[src/rtl/riscv_pipe_pkg.sv]
// Shared types for the RV32I pipeline: hazard FSM states, forwarding selects and the
// operand forwarding decision used when an instruction is decoded.
package riscv_pipe_pkg;

  localparam int unsigned REG_ADDR_W = 5;

  typedef enum logic [1:0] {
    RUN    = 2'd0,
    FREEZE = 2'd1,
    HALT   = 2'd2
  } hz_state_e;

  typedef enum logic [1:0] {
    FWD_REG   = 2'd0,
    FWD_EXMEM = 2'd1,
    FWD_MEMWB = 2'd2
  } fwd_sel_e;

  // The younger producer (EX) wins over MEM; x0 never forwards.
  function automatic fwd_sel_e fwd_select(
    input logic                  uses,
    input logic [REG_ADDR_W-1:0] rs,
    input logic [REG_ADDR_W-1:0] ex_rd,
    input logic                  ex_reg_write,
    input logic [REG_ADDR_W-1:0] mem_rd,
    input logic                  mem_reg_write
  );
    fwd_sel_e sel;
    sel = FWD_REG;
    if (uses) begin
      if (ex_reg_write && (ex_rd != '0) && (rs == ex_rd)) begin
        sel = FWD_EXMEM;
      end else if (mem_reg_write && (mem_rd != '0) && (rs == mem_rd)) begin
        sel = FWD_MEMWB;
      end
    end
    return sel;
  endfunction

endpackage

[src/rtl/pipeline_hazard_ctrl_perf_cnt.sv]
// Hazard performance counters (load-use stalls, branch flushes, freeze cycles).
// Instantiated by pipeline_hazard_ctrl only when HAZARD_PERF_EN is defined.
module hazard_perf_cnt (
  input  logic        clk,
  input  logic        rst,
  input  logic        i_stall,
  input  logic        i_flush,
  input  logic        i_freeze,
  output logic [31:0] o_stall_cnt,
  output logic [31:0] o_flush_cnt,
  output logic [31:0] o_freeze_cnt
);

  logic [31:0] r_stall_cnt;
  logic [31:0] r_flush_cnt;
  logic [31:0] r_freeze_cnt;

  // Counters wrap naturally at 2^32.
  always_ff @(posedge clk) begin
    if (rst) begin
      r_stall_cnt  <= '0;
      r_flush_cnt  <= '0;
      r_freeze_cnt <= '0;
    end else begin
      if (i_stall)  r_stall_cnt  <= r_stall_cnt + 32'd1;
      if (i_flush)  r_flush_cnt  <= r_flush_cnt + 32'd1;
      if (i_freeze) r_freeze_cnt <= r_freeze_cnt + 32'd1;
    end
  end

  assign o_stall_cnt  = r_stall_cnt;
  assign o_flush_cnt  = r_flush_cnt;
  assign o_freeze_cnt = r_freeze_cnt;

endmodule

[src/rtl/pipeline_hazard_ctrl.sv]
// Hazard and sequencing controller for the five-stage pipeline: stall/flush/freeze control,
// registered EX forwarding selects and a dmem timeout halt. Counters need HAZARD_PERF_EN.
module pipeline_hazard_ctrl
  import riscv_pipe_pkg::*;
#(
  parameter int unsigned MAX_WAIT = 255
) (
  input  logic                  clk,
  input  logic                  rst,
  input  logic [REG_ADDR_W-1:0] id_rs1,
  input  logic [REG_ADDR_W-1:0] id_rs2,
  input  logic                  id_uses_rs1,
  input  logic                  id_uses_rs2,
  input  logic [REG_ADDR_W-1:0] ex_rd,
  input  logic                  ex_reg_write,
  input  logic                  ex_mem_read,
  input  logic [REG_ADDR_W-1:0] mem_rd,
  input  logic                  mem_reg_write,
  input  logic                  ex_branch_taken,
  input  logic                  dmem_busy,
  output logic                  pc_en,
  output logic                  if_id_en,
  output logic                  id_ex_en,
  output logic                  ex_mem_en,
  output logic                  mem_wb_en,
  output logic                  if_id_flush,
  output logic                  id_ex_flush,
  output logic [1:0]            fwd_a_sel,
  output logic [1:0]            fwd_b_sel,
  output logic                  mem_timeout,
  output logic [1:0]            state,
  output logic [31:0]           stall_cnt,
  output logic [31:0]           flush_cnt,
  output logic [31:0]           freeze_cnt
);

  localparam logic [1:0] ST_RUN    = RUN;
  localparam logic [1:0] ST_FREEZE = FREEZE;
  localparam logic [1:0] ST_HALT   = HALT;

  logic [1:0]  r_state;
  logic [1:0]  w_state_d;
  logic [15:0] r_wait_cnt;
  logic        r_mem_timeout;
  logic [1:0]  r_fwd_a;
  logic [1:0]  r_fwd_b;
  logic [1:0]  w_fwd_a_d;
  logic [1:0]  w_fwd_b_d;
  logic        w_load_use;
  logic        w_freeze;
  logic        w_last_busy;

  assign w_load_use = ex_mem_read && (ex_rd != '0) &&
                      ((id_uses_rs1 && (id_rs1 == ex_rd)) ||
                       (id_uses_rs2 && (id_rs2 == ex_rd)));

  assign w_freeze    = dmem_busy || (r_state == ST_HALT);
  // Busy in this cycle completes MAX_WAIT consecutive busy cycles.
  assign w_last_busy = dmem_busy && (r_wait_cnt == 16'(MAX_WAIT - 1));

  assign w_fwd_a_d = fwd_select(id_uses_rs1, id_rs1, ex_rd, ex_reg_write, mem_rd, mem_reg_write);
  assign w_fwd_b_d = fwd_select(id_uses_rs2, id_rs2, ex_rd, ex_reg_write, mem_rd, mem_reg_write);

  always_comb begin
    w_state_d = r_state;
    case (r_state)
      ST_RUN: begin
        if (w_last_busy)    w_state_d = ST_HALT;
        else if (dmem_busy) w_state_d = ST_FREEZE;
      end
      ST_FREEZE: begin
        if (!dmem_busy)       w_state_d = ST_RUN;
        else if (w_last_busy) w_state_d = ST_HALT;
      end
      ST_HALT: w_state_d = ST_HALT;
      default: w_state_d = ST_RUN;
    endcase
  end

  always_comb begin
    pc_en       = 1'b1;
    if_id_en    = 1'b1;
    id_ex_en    = 1'b1;
    ex_mem_en   = 1'b1;
    mem_wb_en   = 1'b1;
    if_id_flush = 1'b0;
    id_ex_flush = 1'b0;
    if (rst || w_freeze) begin
      pc_en     = 1'b0;
      if_id_en  = 1'b0;
      id_ex_en  = 1'b0;
      ex_mem_en = 1'b0;
      mem_wb_en = 1'b0;
    end else if (ex_branch_taken) begin
      // The ID instruction is on the wrong path, so any load-use on it is moot.
      if_id_flush = 1'b1;
      id_ex_flush = 1'b1;
    end else if (w_load_use) begin
      pc_en       = 1'b0;
      if_id_en    = 1'b0;
      id_ex_flush = 1'b1;
    end
  end

  always_ff @(posedge clk) begin
    if (rst) begin
      r_state       <= ST_RUN;
      r_wait_cnt    <= '0;
      r_mem_timeout <= 1'b0;
      r_fwd_a       <= FWD_REG;
      r_fwd_b       <= FWD_REG;
    end else begin
      r_state <= w_state_d;
      if (!dmem_busy) begin
        r_wait_cnt <= '0;
      end else if (r_wait_cnt != 16'hFFFF) begin
        r_wait_cnt <= r_wait_cnt + 16'd1;
      end
      if (w_state_d == ST_HALT) r_mem_timeout <= 1'b1;
      if (id_ex_flush) begin
        r_fwd_a <= FWD_REG;
        r_fwd_b <= FWD_REG;
      end else if (id_ex_en) begin
        r_fwd_a <= w_fwd_a_d;
        r_fwd_b <= w_fwd_b_d;
      end
    end
  end

  assign state       = r_state;
  assign mem_timeout = r_mem_timeout;
  assign fwd_a_sel   = r_fwd_a;
  assign fwd_b_sel   = r_fwd_b;

`ifdef HAZARD_PERF_EN
  logic w_stall_evt;
  logic w_flush_evt;

  assign w_stall_evt = !w_freeze && !ex_branch_taken && w_load_use;
  assign w_flush_evt = !w_freeze && ex_branch_taken;

  hazard_perf_cnt u_perf (
    .clk          (clk),
    .rst          (rst),
    .i_stall      (w_stall_evt),
    .i_flush      (w_flush_evt),
    .i_freeze     (w_freeze),
    .o_stall_cnt  (stall_cnt),
    .o_flush_cnt  (flush_cnt),
    .o_freeze_cnt (freeze_cnt)
  );
`else
  assign stall_cnt  = '0;
  assign flush_cnt  = '0;
  assign freeze_cnt = '0;
`endif

endmodule
[config.mk]
export PLATFORM = sky130hd
export DESIGN_NAME = pipeline_hazard_ctrl
export DESIGN_NICKNAME = d
export VERILOG_FILES = /design/src/rtl/riscv_pipe_pkg.sv /design/src/rtl/pipeline_hazard_ctrl_perf_cnt.sv /design/src/rtl/pipeline_hazard_ctrl.sv
export SDC_FILE = /design/constraint.sdc
export NUM_CORES = 1
export LEC_CHECK = 0
export BUFFER_PORTS_ARGS = -buffer_cell sky130_fd_sc_hd__buf_2
export CAP_MARGIN = 30
export CORE_UTILIZATION = 30
export CTS_CLUSTER_DIAMETER = 100
export CTS_CLUSTER_SIZE = 30
export DETAILED_ROUTE_END_ITERATION = 7
export PLACE_DENSITY_LB_ADDON = 0.25
export SYNTH_ARGS = -nofsm -noshare
export SYNTH_HDL_FRONTEND = slang
export SYNTH_SLANG_ARGS = --single-unit
[constraint.sdc]
create_clock -name clk -period 3.1 [get_ports clk]
set_input_delay 0.62 -clock clk [delete_from_list [all_inputs] [get_ports clk]]
set_output_delay 0.62 -clock clk [all_outputs]
set_load 0.03 [all_outputs]
# ---- After elaboration in Yosys (flattened, before gate mapping)
# Index checks and enable logic that the tools add are counted.
dict set report op_classes {
  add_sub_neg 1
  eq_ne 9
  n_mux 20
  bitwise_logic 1
  reduce_logical 19
}
# operator count
set ops {}
lappend ops {{$eq 5x5->1} 4}
lappend ops {{$mux 2} 10}
lappend ops {{$add 16x1->16 const B} 1}
lappend ops {{$eq 16x8->1 const B} 1}
lappend ops {{$ne 16x16->1 const B} 1}
lappend ops {{$logic_and 1x1->1} 11}
lappend ops {{$reduce_bool 5->1} 2}
lappend ops {{$mux 1} 9}
lappend ops {{$pmux 2 s3} 1}
lappend ops {{$eq 2x2->1 const B} 2}
lappend ops {{$reduce_or 2->1} 2}
lappend ops {{$logic_or 1x1->1} 3}
lappend ops {{$eq 2x1->1 const B} 1}
lappend ops {{$logic_not 2->1} 1}
lappend ops {{$not 1->1} 1}
dict set report word_totals {
  reg_bits 23
  out_inout_bits 110
  wordCells 55
}

# ---- Logic depth before layout (Yosys ltp)
# Gate-level depths: netlist of the first run.
dict set report depth {
  word_depth 8
  mapped_depth 7
  ltp_nobuf 7
}

# ---- Least setup slack after synthesis of the first run
# OpenSTA, ideal clock, no wires.
dict set report synth_path {
  kind {input to output}
  startpoint {in ex_rd[1]}
  endpoint {out id_ex_flush}
  arrival_ns 1.822
  required_time_ns 2.480
  slack_ns 0.658
  stages 5
  n_path_buf 0
  path_cell_list {xor2_1 nor3_1 nand4b_1 a21o_1 a21oi_1}
}
dict set report synth_via {
  elab_chain_cells 7
  elab_cells_between_ends 11
  cone_classes {eq/ne (2); mux (3); reduce/logical (6)}
}
# item line_no
set synth_lines {}
lappend synth_lines {{start: declaration} pipeline_hazard_ctrl.sv:14} ;# input logic [REG_ADDR_W-1:0] ex_rd,
lappend synth_lines {{$eq 5x5->1 (on tied branches)} {pipeline_hazard_ctrl.sv:54, pipeline_hazard_ctrl.sv:55}}
lappend synth_lines {{$logic_and 1x1->1 (on tied branches)} {pipeline_hazard_ctrl.sv:54, pipeline_hazard_ctrl.sv:55}}
lappend synth_lines {{$logic_or 1x1->1} pipeline_hazard_ctrl.sv:54} ;# ((id_uses_rs1 && (id_rs1 == ex_rd)) ||
lappend synth_lines {{$logic_and 1x1->1 (*)} pipeline_hazard_ctrl.sv:53} ;# assign w_load_use = ex_mem_read && (ex_rd != '0) &&
lappend synth_lines {{$mux 1 (*)} pipeline_hazard_ctrl.sv:98} ;# end else if (w_load_use) begin
lappend synth_lines {{$mux 1 (*)} pipeline_hazard_ctrl.sv:94} ;# end else if (ex_branch_taken) begin
lappend synth_lines {{$mux 1 (*)} pipeline_hazard_ctrl.sv:88} ;# if (rst || w_freeze) begin
lappend synth_lines {{end: declaration} pipeline_hazard_ctrl.sv:27} ;# output logic id_ex_flush,
# Every way passes the cells marked *; elsewhere a longest branch is shown, timed or not.

# ---- Final worst setup path of the first run
dict set report layout_path {
  startpoint {in ex_rd[1]}
  endpoint {out if_id_en}
}
dict set report layout_via {
  elab_chain_cells 7
  elab_cells_between_ends 11
  cone_classes {eq/ne (2); mux (3); reduce/logical (6)}
}
# item line_no
set layout_lines {}
lappend layout_lines {{$eq 5x5->1 (on tied branches)} {pipeline_hazard_ctrl.sv:54, pipeline_hazard_ctrl.sv:55}}
lappend layout_lines {{$logic_and 1x1->1 (on tied branches)} {pipeline_hazard_ctrl.sv:54, pipeline_hazard_ctrl.sv:55}}
lappend layout_lines {{$logic_or 1x1->1} pipeline_hazard_ctrl.sv:54}
lappend layout_lines {{$logic_and 1x1->1 (*)} pipeline_hazard_ctrl.sv:53}
lappend layout_lines {{$mux 1 (*)} pipeline_hazard_ctrl.sv:98}
lappend layout_lines {{$mux 1 (*)} pipeline_hazard_ctrl.sv:94}
lappend layout_lines {{$mux 1 (*)} pipeline_hazard_ctrl.sv:88}
lappend layout_lines {{end: declaration} pipeline_hazard_ctrl.sv:22} ;# output logic if_id_en,
# Marks and branches as above.

==> reports/metrics.cfg, run 1 <==
[status]
run_status=finished clean

[route]
wirelength_um=3653
routedWlPerCell_um=9.155
drt_iter0_markers=29
drcViolationCount=0
vias_per_cell=3.912
first_pass_iters=4
postRouteAntennaNets=0
routed-via-count=1561

[grt]
grt_max_degree=18
grt.total_usage=0.08913
grt_pass1_vias=1220
antenna_found_initial=0
grt_pass1_wl_um=5416
grt_overflow=0

[synthesis]
synth_top_area_cell=buf_4
yosysUniqueCellTypes=44
ys_top_cells_by_count=99 x buf_4, 23 x dfxtp_1, 17 x xor2_1
synthesis.area_um2=2195
yosysTopAreaCellShare=0.3387
syn_inst=266
synthMostInstantiatedCell=buf_4
ys_seq_elements=23
yosysSeqAreaShare=0.2098
ys.flop_type=dfxtp_1
netlist_top_cells_area=buf_4 34%, dfxtp_1 21%, xor2_1 6.8%
yosys_warnings=0
syn_avg_cell_area_um2=8.250
async_reset_ff_frac=0
synth_enable_flop_cells=0

[setup_path]
path_class=input pin to output pin
critPathBufInv=2
slowest_delay_ns=0.27
cp_common_cell=buf_2
worstSetupEndpointType=output pin
start_kind=input pin
cp_data_arrival_time_ns=1.92
path_delay_family=simple AND/OR/NAND/NOR gates
crit_slowest_cell=nor3_1
cp_cell_sequence=buf_2 -> xor2_1 -> nor3_1 -> nand4b_1 -> a21o_1 -> o21a_1 -> buf_2
cp.required_ns=2.48
r2r_slack_ns=1.23
cp_max_fo=3

[floorplanning]
rows=30
die_h_um=87.53
die-area_um2=7662
start_util=0.3160
io_pins=139
die_w_um=87.53
core_area_um2=6944

[final_layout]
area.growth.synth_to_final_pct=-1.653
drive_gt1_frac=0.1881
fin_nets=335
n_antenna_cell=0
n_fill_cell=757

[clocking]
htreeDepth=1
cts-buffers-inserted=3
clock_latency_ns=0.26
cts_tree=built
cts_buffer_depth=2
cts_resized=0
hold_buffers=0
root_buffer=clkbuf_8
clk_pin_slew_ns=0.08
cts_setup_buffers=0
clkSinkCount=23

[timing]
skew_ns=0.002868
fin_crit_ns=2.541
slew_headroom=0.5295
tns_ns=0
finalCritPeriodShare=0.8198
setup_viol=0
finalHoldViolations=0
fmax_ghz=0.3935
rsz0062_at_grt=no
worstMarginPinSlew_ns=0.7058
drv_slew=0

[power_and_ir_drop]
p_total_uw=731.2
power_leakage_uw=0.001024
p_per_area_nw_per_um2=338.8
ir_worst_vdd_mv=0.1603

[placed_design]
place_congestion=0.7909
dp_hpwl_um=2995
io_buffers=42

[flow_run]
drv_cap=0

[worst_hold_path]
hold_path.class=flip-flop to flip-flop

[power breakdown]
part	internal (uW)	leakage [uW]	switching, uW
combinational	38.5	0.000813	205
clock	89.7	0.0000255	98.2
sequential	297	0.000186	2.61
total	425	0.00102	306
[cell usage in the layout, fill, tap and decap left out, drive strengths merged, types with 3 or more instances in the layout]
master / count
conb: 96
buf: 42
dfxtp: 23
xor2: 17
nor2: 16
a21oi: 15
xnor2: 13
nand3: 9
nor3: 8
nand2: 7
or3: 6
nand4: 5
nor4: 5
inv: 4
a31oi: 4
a211oi: 4
and3: 3
clkbuf: 3
[area by class of cell]
| class | count | area, um^2 | share of cell area |
|---|---|---|---|
| clock buffer | 3 | 41.29 | 0.01913 |
| clock inverter | 1 | 5.005 | 0.002319 |
| inverter | 5 | 23.77 | 0.01101 |
| multi-input combinational | 229 | 1297 | 0.6012 |
| sequential | 23 | 460.4 | 0.2133 |
| tap | 96 | 120.1 | 0.05565 |
| timing repair buffer | 42 | 210.2 | 0.09739 |
[state kept, by name (all words and copies together), names as in the netlist]
name / cells
fwd_a_sel: 2
fwd_b_sel: 2
mem_timeout: 1
r_wait_cnt: 16
state: 2
[worst reg2reg max path: stages (launching register included)]
cell and delay, ns:
dfxtp_1 0.43, ha_1 0.24, nand3_1 0.19, nor3_4 0.47, nand2_2 0.19, xnor2_1 0.18
nor2_1 0.05
[through the flow]
step | utilization | hold slack, ns | cells | setup slack [ns] | area, um^2
floorplan | - | 0.4843 | 361 | 0.6578 | 2551
global placement | 0.3041 | 0.4347 | 395 | 0.5766 | 2112
detailed placement | 0.3041 | 0.4377 | 395 | 0.5625 | 2112
CTS | 0.3108 | 0.4506 | 399 | 0.5518 | 2158
global route | 0.3108 | 0.4870 | 399 | 0.4764 | 2158
finish | 0.3108 | 0.4476 | 399 | 0.5585 | 2158
[cell families after synthesis]
| group | Yosys count | synth area share |
|---|---|---|
| buffers and inverters | 109 | 0.3615 |
| AND/OR/NAND/NOR | 70 | 0.2047 |
| AO/OA/AOI/OAI | 31 | 0.09122 |
| XOR/XNOR | 30 | 0.1197 |
| flip-flops | 23 | 0.2098 |
| adder cells (fa/ha/maj) | 2 | 0.01140 |
| other | 1 | 0.001709 |
[final timing paths]
| path | startpoint | end | cells past startpoint |
|---|---|---|---|
| hold reg to reg | mem_timeout$_SDFFE_PP0N_ | mem_timeout$_SDFFE_PP0N_ | 2 |
| setup / recovery | ex_rd[1] | if_id_en | 7 |
| setup reg to reg | r_wait_cnt[0]$_SDFFE_PP0P_ | r_wait_cnt[0]$_SDFFE_PP0P_ | 6 |
| hold / removal | mem_timeout$_SDFFE_PP0N_ | mem_timeout$_SDFFE_PP0N_ | 2 |
[layer usage]
| metal | vias up | global-route usage | share of wire |
|---|---|---|---|
| met5 | - | 0 | 0 |
| met4 | 0 | 0.01341 | 0.0022 |
| li1 | 783 | - | - |
| met1 | 697 | 0.1140 | 0.47 |
| met3 | 2 | 0.02639 | 0.061 |
| met2 | 79 | 0.1513 | 0.47 |
Note: power is estimated with default switching activity, not from simulation.
==> run 2: changes to the inputs <==
==> constraint.sdc (replaced) <==
create_clock -name clk -period 2.32 [get_ports clk]
set_input_delay 0.464 -clock clk [delete_from_list [all_inputs] [get_ports clk]]
set_output_delay 0.464 -clock clk [all_outputs]
set_load 0.03 [all_outputs]
==> reports/metrics.cfg, run 2 (same netlist as run 1, synthesis figures left out) <==
[status]
run_status=finished clean

[setup_path]
path_delay_family=simple AND/OR/NAND/NOR gates
path_class=input pin to output pin
cp_data_arrival_time_ns=1.78  ; -0.14 ns
worstSetupEndpointType=output pin
cp_cell_sequence=buf_2 -> xor2_1 -> nor3_1 -> nand4b_1 -> a21o_1 -> a21oi_1 -> buf_2
r2r_slack_ns=0.47  ; -0.76 ns
cp_max_fo=3  ; unchanged
cp.required_ns=1.86  ; -0.62 ns
slowest_delay_ns=0.26  ; about the same
critPathBufInv=2  ; unchanged
start_kind=input pin
reg2reg_depth=6  ; unchanged
r2r-end=r_wait_cnt[0]$_SDFFE_PP0P_
timing.rr.start=r_wait_cnt[0]$_SDFFE_PP0P_
cp_common_cell=buf_2
crit_slowest_cell=nor3_1
critical_path_depth=7  ; unchanged

[clocking]
clkSinkCount=23  ; unchanged
clock_latency_ns=0.26  ; about the same
root_buffer=clkbuf_8
cts_tree=built
htreeDepth=1  ; unchanged
cts-buffers-inserted=3  ; unchanged
cts_buffer_depth=2  ; unchanged
clk_pin_slew_ns=0.08  ; about the same

[power_and_ir_drop]
power_leakage_uw=0.001031  ; +0.62%
p_per_area_nw_per_um2=449.4  ; +33%
ir_worst_vdd_mv=0.1529  ; -4.6%

[final_layout]
seq_area_um2=460.4  ; unchanged
finalNonFillerCells=400  ; +0.25%
fin_util=0.3126  ; +0.001802
area.growth.synth_to_final_pct=-1.083
regMostFlops=r_wait_cnt
largest_reg_flops=16  ; unchanged
fin_area_um2=2171  ; +0.58%
fin_nets=336  ; +0.30%
n_antenna_cell=0  ; unchanged
layout_commonest_cell=conb_1
multi_input_area_um2=1303  ; +0.39%
drive_gt1_frac=0.1941  ; +0.005960
n_fill_cell=750  ; -0.92%
final_cell_mix=96 x conb_1, 42 x buf_2, 23 x dfxtp_1

[timing]
tns_ns=0  ; unchanged
fin_crit_ns=2.247
worstMarginPinSlew_ns=0.7042  ; -0.001654 ns
setup_viol=0  ; unchanged
finalCritPeriodShare=0.9687
fmax_ghz=0.4450
finalHoldViolations=0  ; unchanged
drv_slew=0  ; unchanged
fin_ws_ns=0.07267  ; -0.4858 ns
slew_headroom=0.5306  ; +0.001103
skew_ns=0.001457  ; -0.001411 ns

[route]
first_pass_iters=4  ; unchanged
postRouteAntennaNets=0  ; unchanged
wirelength_um=3607  ; -1.3%
drcViolationCount=0  ; unchanged
routed-via-count=1561  ; unchanged
routedWlPerCell_um=9.018  ; -1.5%
drt_iter0_markers=32  ; +10%
vias_per_cell=3.903  ; -0.25%

[grt]
antenna_found_initial=0  ; unchanged
grt_pass1_vias=1204  ; -1.3%
grt_pass1_wl_um=5492  ; +1.4%
grt_max_degree=18  ; unchanged
grt_overflow=0  ; unchanged
grt.total_usage=0.09057  ; +0.001440

[floorplanning]
die_w_um=87.53  ; unchanged
core_area_um2=6944  ; unchanged
die-area_um2=7662  ; unchanged
rows=30  ; unchanged
die_h_um=87.53  ; unchanged
start_util=0.3160  ; unchanged
io_pins=139  ; unchanged

[placed_design]
place_congestion=0.8035  ; +1.6%
io_buffers=42  ; unchanged
dp_hpwl_um=2976  ; -0.63%
dp_cells=396  ; +0.25%
place_area_um2=2120  ; +0.36%
dpl_worst_slack_ns=0.1056  ; -0.4569 ns

[worst_hold_path]
whs_endpoint=mem_timeout$_SDFFE_PP0N_
hold_path.class=input pin to flip-flop
whs_path_depth=2  ; unchanged
hold_start=rst

[flow_run]
drv_cap=0  ; unchanged

==> run 2: changes by cell type in the layout (fill, tap and decap cells not counted), sizes merged <==
cell,previous run,this run
buf,42,43
==> run 2: what timing repair did <==
action                                 in CTS  in global routing
setup endpoints to repair                   0                  3
endpoints found under the hold margin       0                  0
buffers inserted                            0                  0
hold buffers                                0                  0
gates resized for setup                     0                  1
==> run 2: worst max path at each step <==
stage | startpoint | slack [ns] | to
floorplan | state[0]$_SDFF_PP0_ | 0.17 | pc_en
finish | ex_rd[1] | 0.07 | id_ex_flush
CTS | ex_rd[1] | 0.09 | pc_en
detailed placement | ex_rd[1] | 0.11 | id_ex_flush
global placement | ex_rd[1] | 0.11 | pc_en
global route | ex_rd[1] | -0.004 | id_ex_flush
==> run 2: routing by layer <==
metal  routed length [um]  global-route usage  vias up
li1                     -                   -      787
met3                  254             0.02828        2
met4                    8             0.01788        0
met1                 1656              0.1239      680
met5                    0                   0        -
met2                 1688              0.1406       92
==> run 2: through the flow <==
stage | power [uW] | hold WS [ns]
3_3_place_gp | 734.1 | 0.4346
6_report | 975.5 | 0.3956
2_1_floorplan | 809.4 | 0.4843
5_1_grt | 1032 | 0.3891
4_1_cts | 986.9 | 0.3923
3_5_place_dp | 733.5 | 0.4369
==> run 2: report_power, final <==
part | internal, uW | switching, uW | leakage, uW
clock | 120 | 128 | 0.0000255
sequential | 397 | 2.96 | 0.000186
combinational | 52.6 | 275 | 0.000819
==> run 2: cell type report <==
class,instances,area share
multi-input cells,229,0.6000
flip-flops and latches,23,0.2121
repair buffers,43,0.1003
well taps,96,0.05533
clock buffers,3,0.01902
inverters,5,0.01095
clock inverters,1,0.002305
